### src/rtl/mdu_pkg.sv
// Shared MDU definitions: operation encoding and multiply/divide latencies,
// imported by both the MDU and its pipeline-side request controller.
package mdu_pkg;

   localparam int MDU_DATA_W    = 32;
   localparam int MDU_MUL_DELAY = 5;
   localparam int MDU_DIV_DELAY = 10;

   typedef enum logic [2:0] {
      MDU_READ_HI     = 3'd0,
      MDU_READ_LO     = 3'd1,
      MDU_WRITE_HI    = 3'd2,
      MDU_WRITE_LO    = 3'd3,
      MDU_START_MULT  = 3'd4,
      MDU_START_MULTU = 3'd5,
      MDU_START_DIV   = 3'd6,
      MDU_START_DIVU  = 3'd7
   } mdu_operation_t;

   function automatic logic is_start_op(input mdu_operation_t op);
      return (op == MDU_START_MULT) || (op == MDU_START_MULTU) ||
             (op == MDU_START_DIV)  || (op == MDU_START_DIVU);
   endfunction

   function automatic logic is_read_op(input mdu_operation_t op);
      return (op == MDU_READ_HI) || (op == MDU_READ_LO);
   endfunction

endpackage

### src/rtl/mdu_request_controller.sv
// Buffers one EX-stage MDU request, issues it for a single cycle once the MDU is
// idle, returns HI/LO reads as a registered pulse and watches for a stuck MDU.
module mdu_request_controller
   import mdu_pkg::*;
#(
   parameter int TIMEOUT_CYCLES = 15
) (
   input  logic        clock,
   input  logic        reset,
   input  logic        req_valid,
   output logic        req_ready,
   input  logic [2:0]  req_operation,
   input  logic [31:0] req_operand1,
   input  logic [31:0] req_operand2,
   input  logic        flush,
   output logic [2:0]  mdu_operation,
   output logic [31:0] mdu_operand1,
   output logic [31:0] mdu_operand2,
   output logic        mdu_start,
   input  logic        mdu_busy,
   input  logic [31:0] mdu_data_read,
   output logic        resp_valid,
   output logic [31:0] resp_data,
   output logic        timeout_error
);

   localparam int DATA_W = MDU_DATA_W;
   localparam int CNT_W  = $clog2(TIMEOUT_CYCLES + 1);
   localparam logic [CNT_W-1:0] TIMEOUT_VAL = CNT_W'(TIMEOUT_CYCLES);

   typedef enum logic {
      ST_IDLE,
      ST_PENDING
   } state_t;

   state_t             state;
   state_t             state_next;
   logic               capture;
   logic               issue;
   mdu_operation_t     buf_op;
   logic [DATA_W-1:0]  buf_operand1;
   logic [DATA_W-1:0]  buf_operand2;
   logic [CNT_W-1:0]   wd_count;
   logic [CNT_W-1:0]   wd_next;

   always_ff @(posedge clock or negedge reset) begin
      if (!reset) begin
         state <= ST_IDLE;
      end else begin
         state <= state_next;
      end
   end

   // Flush outranks issue; a pending request otherwise waits for an idle MDU.
   always_comb begin
      state_next = state;
      capture    = 1'b0;
      issue      = 1'b0;
      req_ready  = 1'b0;
      case (state)
         ST_IDLE: begin
            req_ready = 1'b1;
            if (req_valid && !flush) begin
               capture    = 1'b1;
               state_next = ST_PENDING;
            end
         end
         ST_PENDING: begin
            if (flush) begin
               state_next = ST_IDLE;
            end else if (!mdu_busy) begin
               issue      = 1'b1;
               state_next = ST_IDLE;
            end
         end
         default: state_next = ST_IDLE;
      endcase
   end

   always_ff @(posedge clock or negedge reset) begin
      if (!reset) begin
         buf_op       <= MDU_READ_HI;
         buf_operand1 <= '0;
         buf_operand2 <= '0;
      end else if (capture) begin
         buf_op       <= mdu_operation_t'(req_operation);
         buf_operand1 <= req_operand1;
         buf_operand2 <= req_operand2;
      end else if (state == ST_PENDING && state_next == ST_IDLE) begin
         buf_op       <= MDU_READ_HI;
         buf_operand1 <= '0;
         buf_operand2 <= '0;
      end
   end

   // The MDU applies WRITE_* on every idle cycle, so the parked value is a harmless read.
   always_comb begin
      mdu_operation = MDU_READ_HI;
      mdu_operand1  = '0;
      mdu_operand2  = '0;
      mdu_start     = 1'b0;
      if (issue) begin
         mdu_operation = buf_op;
         mdu_operand1  = buf_operand1;
         mdu_operand2  = buf_operand2;
         mdu_start     = is_start_op(buf_op);
      end
   end

   always_ff @(posedge clock or negedge reset) begin
      if (!reset) begin
         resp_valid <= 1'b0;
         resp_data  <= '0;
      end else begin
         resp_valid <= issue && is_read_op(buf_op);
         if (issue && is_read_op(buf_op)) begin
            resp_data <= mdu_data_read;
         end
      end
   end

   always_comb begin
      wd_next = '0;
      if (mdu_busy) begin
         wd_next = (wd_count == TIMEOUT_VAL) ? wd_count : wd_count + CNT_W'(1);
      end
   end

   always_ff @(posedge clock or negedge reset) begin
      if (!reset) begin
         wd_count      <= '0;
         timeout_error <= 1'b0;
      end else begin
         wd_count <= wd_next;
         if (wd_next == TIMEOUT_VAL) begin
            timeout_error <= 1'b1;
         end
      end
   end

endmodule

### config.mk
export PLATFORM = sky130hd
export DESIGN_NAME = mdu_request_controller
export DESIGN_NICKNAME = d
export VERILOG_FILES = /design/src/rtl/mdu_pkg.sv /design/src/rtl/mdu_request_controller.sv
export SDC_FILE = /design/constraint.sdc
export NUM_CORES = 1
export LEC_CHECK = 0
export BUFFER_PORTS_ARGS = -buffer_cell sky130_fd_sc_hd__buf_2
export CORE_MARGIN = 3
export CORE_UTILIZATION = 47
export DETAILED_ROUTE_END_ITERATION = 8
export GPL_TIMING_DRIVEN = 0
export PLACE_DENSITY = 0.87
export RECOVER_POWER = 100
export SLEW_MARGIN = 20
export SYNTH_ARGS = -nofsm -noshare
export SYNTH_HDL_FRONTEND = slang
export SYNTH_SLANG_ARGS = --single-unit
### constraint.sdc
create_clock -name clock -period 1.92 [get_ports clock]
set_input_delay 0.192 -clock clock [delete_from_list [all_inputs] [get_ports clock]]
set_output_delay 0.192 -clock clock [all_outputs]
set_load 0.02 [all_outputs]
==> Yosys cells after proc, flatten, opt, wreduce, memory -nomap -nowiden <==
Index checks and enable logic that the tools add are counted.
{ "classes": {"reduce_logical": 10, "mux": 20, "add_sub_neg": 1, "eq_ne": 7, "bitwise_logic": 2} }
{ "op_table": {"columns": ["operator", "n"], "rows": [
  ["2-to-1 mux 32 bit", 5],
  ["== test 3 bit, second input constant", 4],
  ["2-to-1 mux 1 bit", 9],
  ["2-to-1 mux 3 bit", 3],
  ["== test 4 bit, second input constant", 2],
  ["2-to-1 mux 4 bit", 2],
  ["adder 4 x 1 -> 4 bit, second input constant", 1],
  ["logical OR 1 bit", 4],
  ["== test 3 x 1 -> 1 bit, second input constant", 1],
  ["logical AND 1 bit", 3],
  ["zero test 3 bit", 1],
  ["NOT 1 bit", 2],
  ["one-hot mux 1 bit (2 select lines)", 1],
  ["nonzero test 2 bit", 1],
  ["zero test 1 bit", 1]
]} }
{ "totals": {"reg_bits": 106, "inputBits": 104, "out_inout_bits": 103, "wordCells": 48} }

==> Longest topological paths before layout <==
{ "logic_depth": {"word_depth": 8, "ltp_mapped": 5} }

==> Worst setup path before layout <==
No wires, ideal clock.
{ "synth_timing": {"kind": "register to output", "startpoint": "register state", "endpoint": "output mdu_operand1[13]", "stages_incl_launch_ff": 5, "path_slack_ns": 0.390, "t_arrival_ns": 1.338, "n_path_buf": 2, "cell_sequence": "dfrtp_1 nor3b_4 clkbuf_1 clkbuf_2 and2_1"} }
{ "synth_between": {"elab_chain_cells": 2} }
{ "synth_lines": {"columns": ["item", "line", "text"], "rows": [
  ["start: declaration", "mdu_request_controller.sv:36", "state_t state;"],
  ["start signal: assignment", "mdu_request_controller.sv:50", "state <= state_next;"],
  ["2-to-1 mux 1 bit", "mdu_request_controller.sv:60", "case (state)"],
  ["2-to-1 mux 32 bit", "mdu_request_controller.sv:102", "if (issue) begin"],
  ["end: declaration", "mdu_request_controller.sv:17", "output logic [31:0] mdu_operand1,"]
]} }
Every way passes these cells.

==> Worst setup path after layout <==
{ "layout_timing": {"startpoint": "register state", "endpoint": "output mdu_operand1[4]"} }
The elaborated chain is that of the path after synthesis.

==> flow_summary.toml <==
[power_and_ir_drop]
ir_drop_uv = 504.8
switching_share_pct = 30.44
switching_power_uw = 1726
total_power_uw = 5670
p_comb_share_pct = 22.0
p_clk_share_pct = 27.3
internal-power_uw = 3944
p_leak_uw = 0.003082
seq_power_share_pct = 50.7
power_density_nw_per_um2 = 972.2

[route]
avgRoutedWirePerCell_um = 16.12
final_antenna_net_count = 0
route.detailed.drc = 0
routed-via-count = 3416
first_pass_iters = 4
drt_iter0_markers = 118
vias_per_cell = 5.024
wirelength_mm = 10.96

[clocking]
path_clk_slew_ns = 0.11
tritoncts = "done"
clock_latency_ns = 0.36
clock-sinks = 106
htreeDepth = 3
clock_path_buffers = 2
numCtsBuffers = 9
root_buffer = "clkbuf_8"

[hold_path]
min_path_cells = 2
hold_class = "input port to register"

[place]
place_area_um2 = 5677
gp_congestion = 0.7284
dp_hpwl_mm = 8.324
port_buffers = 206

[yosys]
ys.flop_type = "dfrtp_1"
synthAdderAreaFrac_pct = 0.2809
syn_nets = 430
synth_compound_area_share_pct = 13.74
syn_avg_cell_area_um2 = 13.71
post-synth-top-count-cell = "dfrtp_1"
synth_edf_count = 0
synth-simple-area-share_pct = 11.83
synthTopCellsByArea = "dfrtp_1, a22o_1, mux2_4"
synth_cell_type_count = 26
seq_area_frac_synth_pct = 59.55
yosysWarningCount = 0
synthTopCellsByCount = "dfrtp_1, and2_1, a22o_1, mux2_4, clkbuf_1"
synthXorXnorAreaFrac_pct = 0.3933
synth_top_area_share_pct = 59.55
ys_ff_latch = 106
synthMuxAreaShare_pct = 11.21
async_reset_ff_share_pct = 100.0
syn_area_um2 = 4454
synth_top_family_by_area = "compound AO/OA/AOI/OAI gates"
syn_inst = 325
yosys.area.top_type = "dfrtp_1"

[layout]
n_fill_cell = 754
areaGrowthSynthToFinish_pct = 30.93
post_route_cells_drive_above_1_share_pct = 39.35
nNetsFinal = 654
multiInputGateArea_um2 = 1574
regArea_um2 = 2653
n_antenna_cell = 0
final_util_pct = 64.97
stdcell_area_um2 = 5832

[grt]
overflow = 0
antenna_found_initial = 1
grt_util_all_layers_pct = 20.67
grt_max_degree = 58
grt_pass1_vias = 3539
grt_pass1_wl_mm = 17.24

[floorplan]
core.rowCount = 34
die_y_um = 103.4
start_util_pct = 49.62
coreArea_um2 = 8976
die_area_um2 = 10680
io-pin-count = 207
die_w_um = 103.4

[critical_path]
worst_setup_path_end_kind = "output pin"
r2r_cells = 6
critPathSlowestCell = "dfrtp_1"
required_ns = 1.73
worst_path_largest_cell_delay_ns = 0.36
cp-start-kind = "register"
critPathKind = "register to output pin"
critPathArrivalTime_ns = 1.62
path_cells = "nor3b_4, buf_4, clkbuf_4, and2_1, clkbuf_2"
critical_path.max_fanout = 10

[sta]
slew_viol_final = 0
grt_setup_unrepaired = "false"
setup_violations = 0
worstMarginPinSlew_ns = 1.253
finalHoldViolCount = 0
fin_skew_ns = 0.01306
period_minus_slack_ns = 1.811
period_share_pct = 94.31
relSlewSlack_pct = 16.50
fmax_mhz = 552.3

[job]
cap_violations = 0

[status]
status = "complete, no violations"
critical path, delay by kind of cell (launching register included):
family / cells / cell delay [ns]
flops: 1 / 0.36
buf+inv: 3 / 0.50
simple gates: 2 / 0.41
metal layers:
| metal | routed length (µm) | track usage, % |
|---|---|---|
| met1 | 4573 | 26.77 |
| met4 | 119 | 5.378 |
| met2 | 5353 | 33.82 |
| met5 | 13 | 0 |
| met3 | 899 | 6.506 |
area by class of cell:
| type | count | area share [%] |
|---|---|---|
| clock inverters | 6 | 1.631 |
| clock buffers | 10 | 2.360 |
| plain buffers | 24 | 2.317 |
| multi-input cells | 193 | 26.99 |
| flip-flops and latches | 106 | 45.48 |
| repair buffers | 213 | 18.39 |
| well taps | 126 | 2.703 |
| inverters | 2 | 0.1287 |
kinds of logic after synthesis:
| kind of cell | Yosys count |
|---|---|
| muxes | 35 |
| xor gates and xnor gates | 2 |
| AOI/OAI and AO/OA | 71 |
| adders and majority gates | 1 |
| and+or+nand+nor | 84 |
| DFF | 106 |
| buffers and inverters | 26 |
state kept, by name, summed over array words and instances, names as in the netlist:
signal         count
buf_operand1      32
buf_operand2      32
resp_data         32
wd_count           4
buf_op             3
resp_valid         1
state              1
timeout_error      1
layout by cell type (no fill, tap or decap), types with 2 or more instances in the layout:
cell | netlist | routed
and2_1 | 69 | 68
mux2_4 | 29 | 3
inv_6 | 0 | 2
nand2_1 | 3 | 4
clkinv_4 | 0 | 2
nor3b_4 | 1 | 2
buf_4 | 0 | 11
nor2_1 | 4 | 4
buf_2 | 9 | 122
a22o_1 | 67 | 67
clkbuf_8 | 0 | 10
nor3b_1 | 2 | 2
dfrtp_1 | 106 | 106
clkbuf_4 | 0 | 3
clkbuf_1 | 10 | 43
inv_1 | 2 | 2
clkbuf_2 | 2 | 54
mux2_1 | 0 | 26
nand3_1 | 2 | 2
mux2i_1 | 3 | 3
bufinv_16 | 0 | 2
mux2_2 | 3 | 3
buf_6 | 3 | 2
power by group through the flow:
stage / sequential (µW) / combinational, µW / clock (µW)
after CTS: 2870 / 1490 / 1590
after floorplan: 3170 / 630 / 0
after global routing: 2940 / 1370 / 1700
final: 2870 / 1250 / 1550
after detailed placement: 2910 / 1470 / 0
after global placement: 2880 / 1430 / 0
timing repair:
item	4_1_cts	5_1_grt
resized for setup	6	27
buffers inserted	3	2
endpoints found under the setup margin	68	76
cloned	0	0
hold buffers	1	0
hold endpoints to repair	49	0
through the flow:
step           setup slack, ns  TNS (ns)  std cells  hold WS (ns)
2_1_floorplan           0.3896         0        325       -0.1036
6_report                0.1093         0        680       0.03848
5_1_grt               0.006591         0        680       0.01283
3_3_place_gp           -0.3641    -37.85        657        0.4159
4_1_cts               0.006859         0        678       0.02414
3_5_place_dp         -0.002868  -0.01171        658        0.1645
path summary, 6_finish.rpt:
| check | from | slack, ns | end |
|---|---|---|---|
| max | state$_DFF_PN0_ | 0.11 | mdu_operand1[4] |
| min | mdu_data_read[23] | 0.04 | resp_data[23]$_DFFE_PN0P_ |
| min in group asynchronous | reset | 0.64 | resp_data[11]$_DFFE_PN0P_ |
| max in group asynchronous | reset | 0.40 | buf_operand1[1]$_DFFE_PN0P_ |
| min reg2reg | timeout_error$_DFFE_PN0N_ | 0.47 | timeout_error$_DFFE_PN0N_ |
| max reg2reg | state$_DFF_PN0_ | 0.19 | buf_operand2[14]$_DFFE_PN0P_ |
No activity file was read; power rests on OpenSTA's default activity.
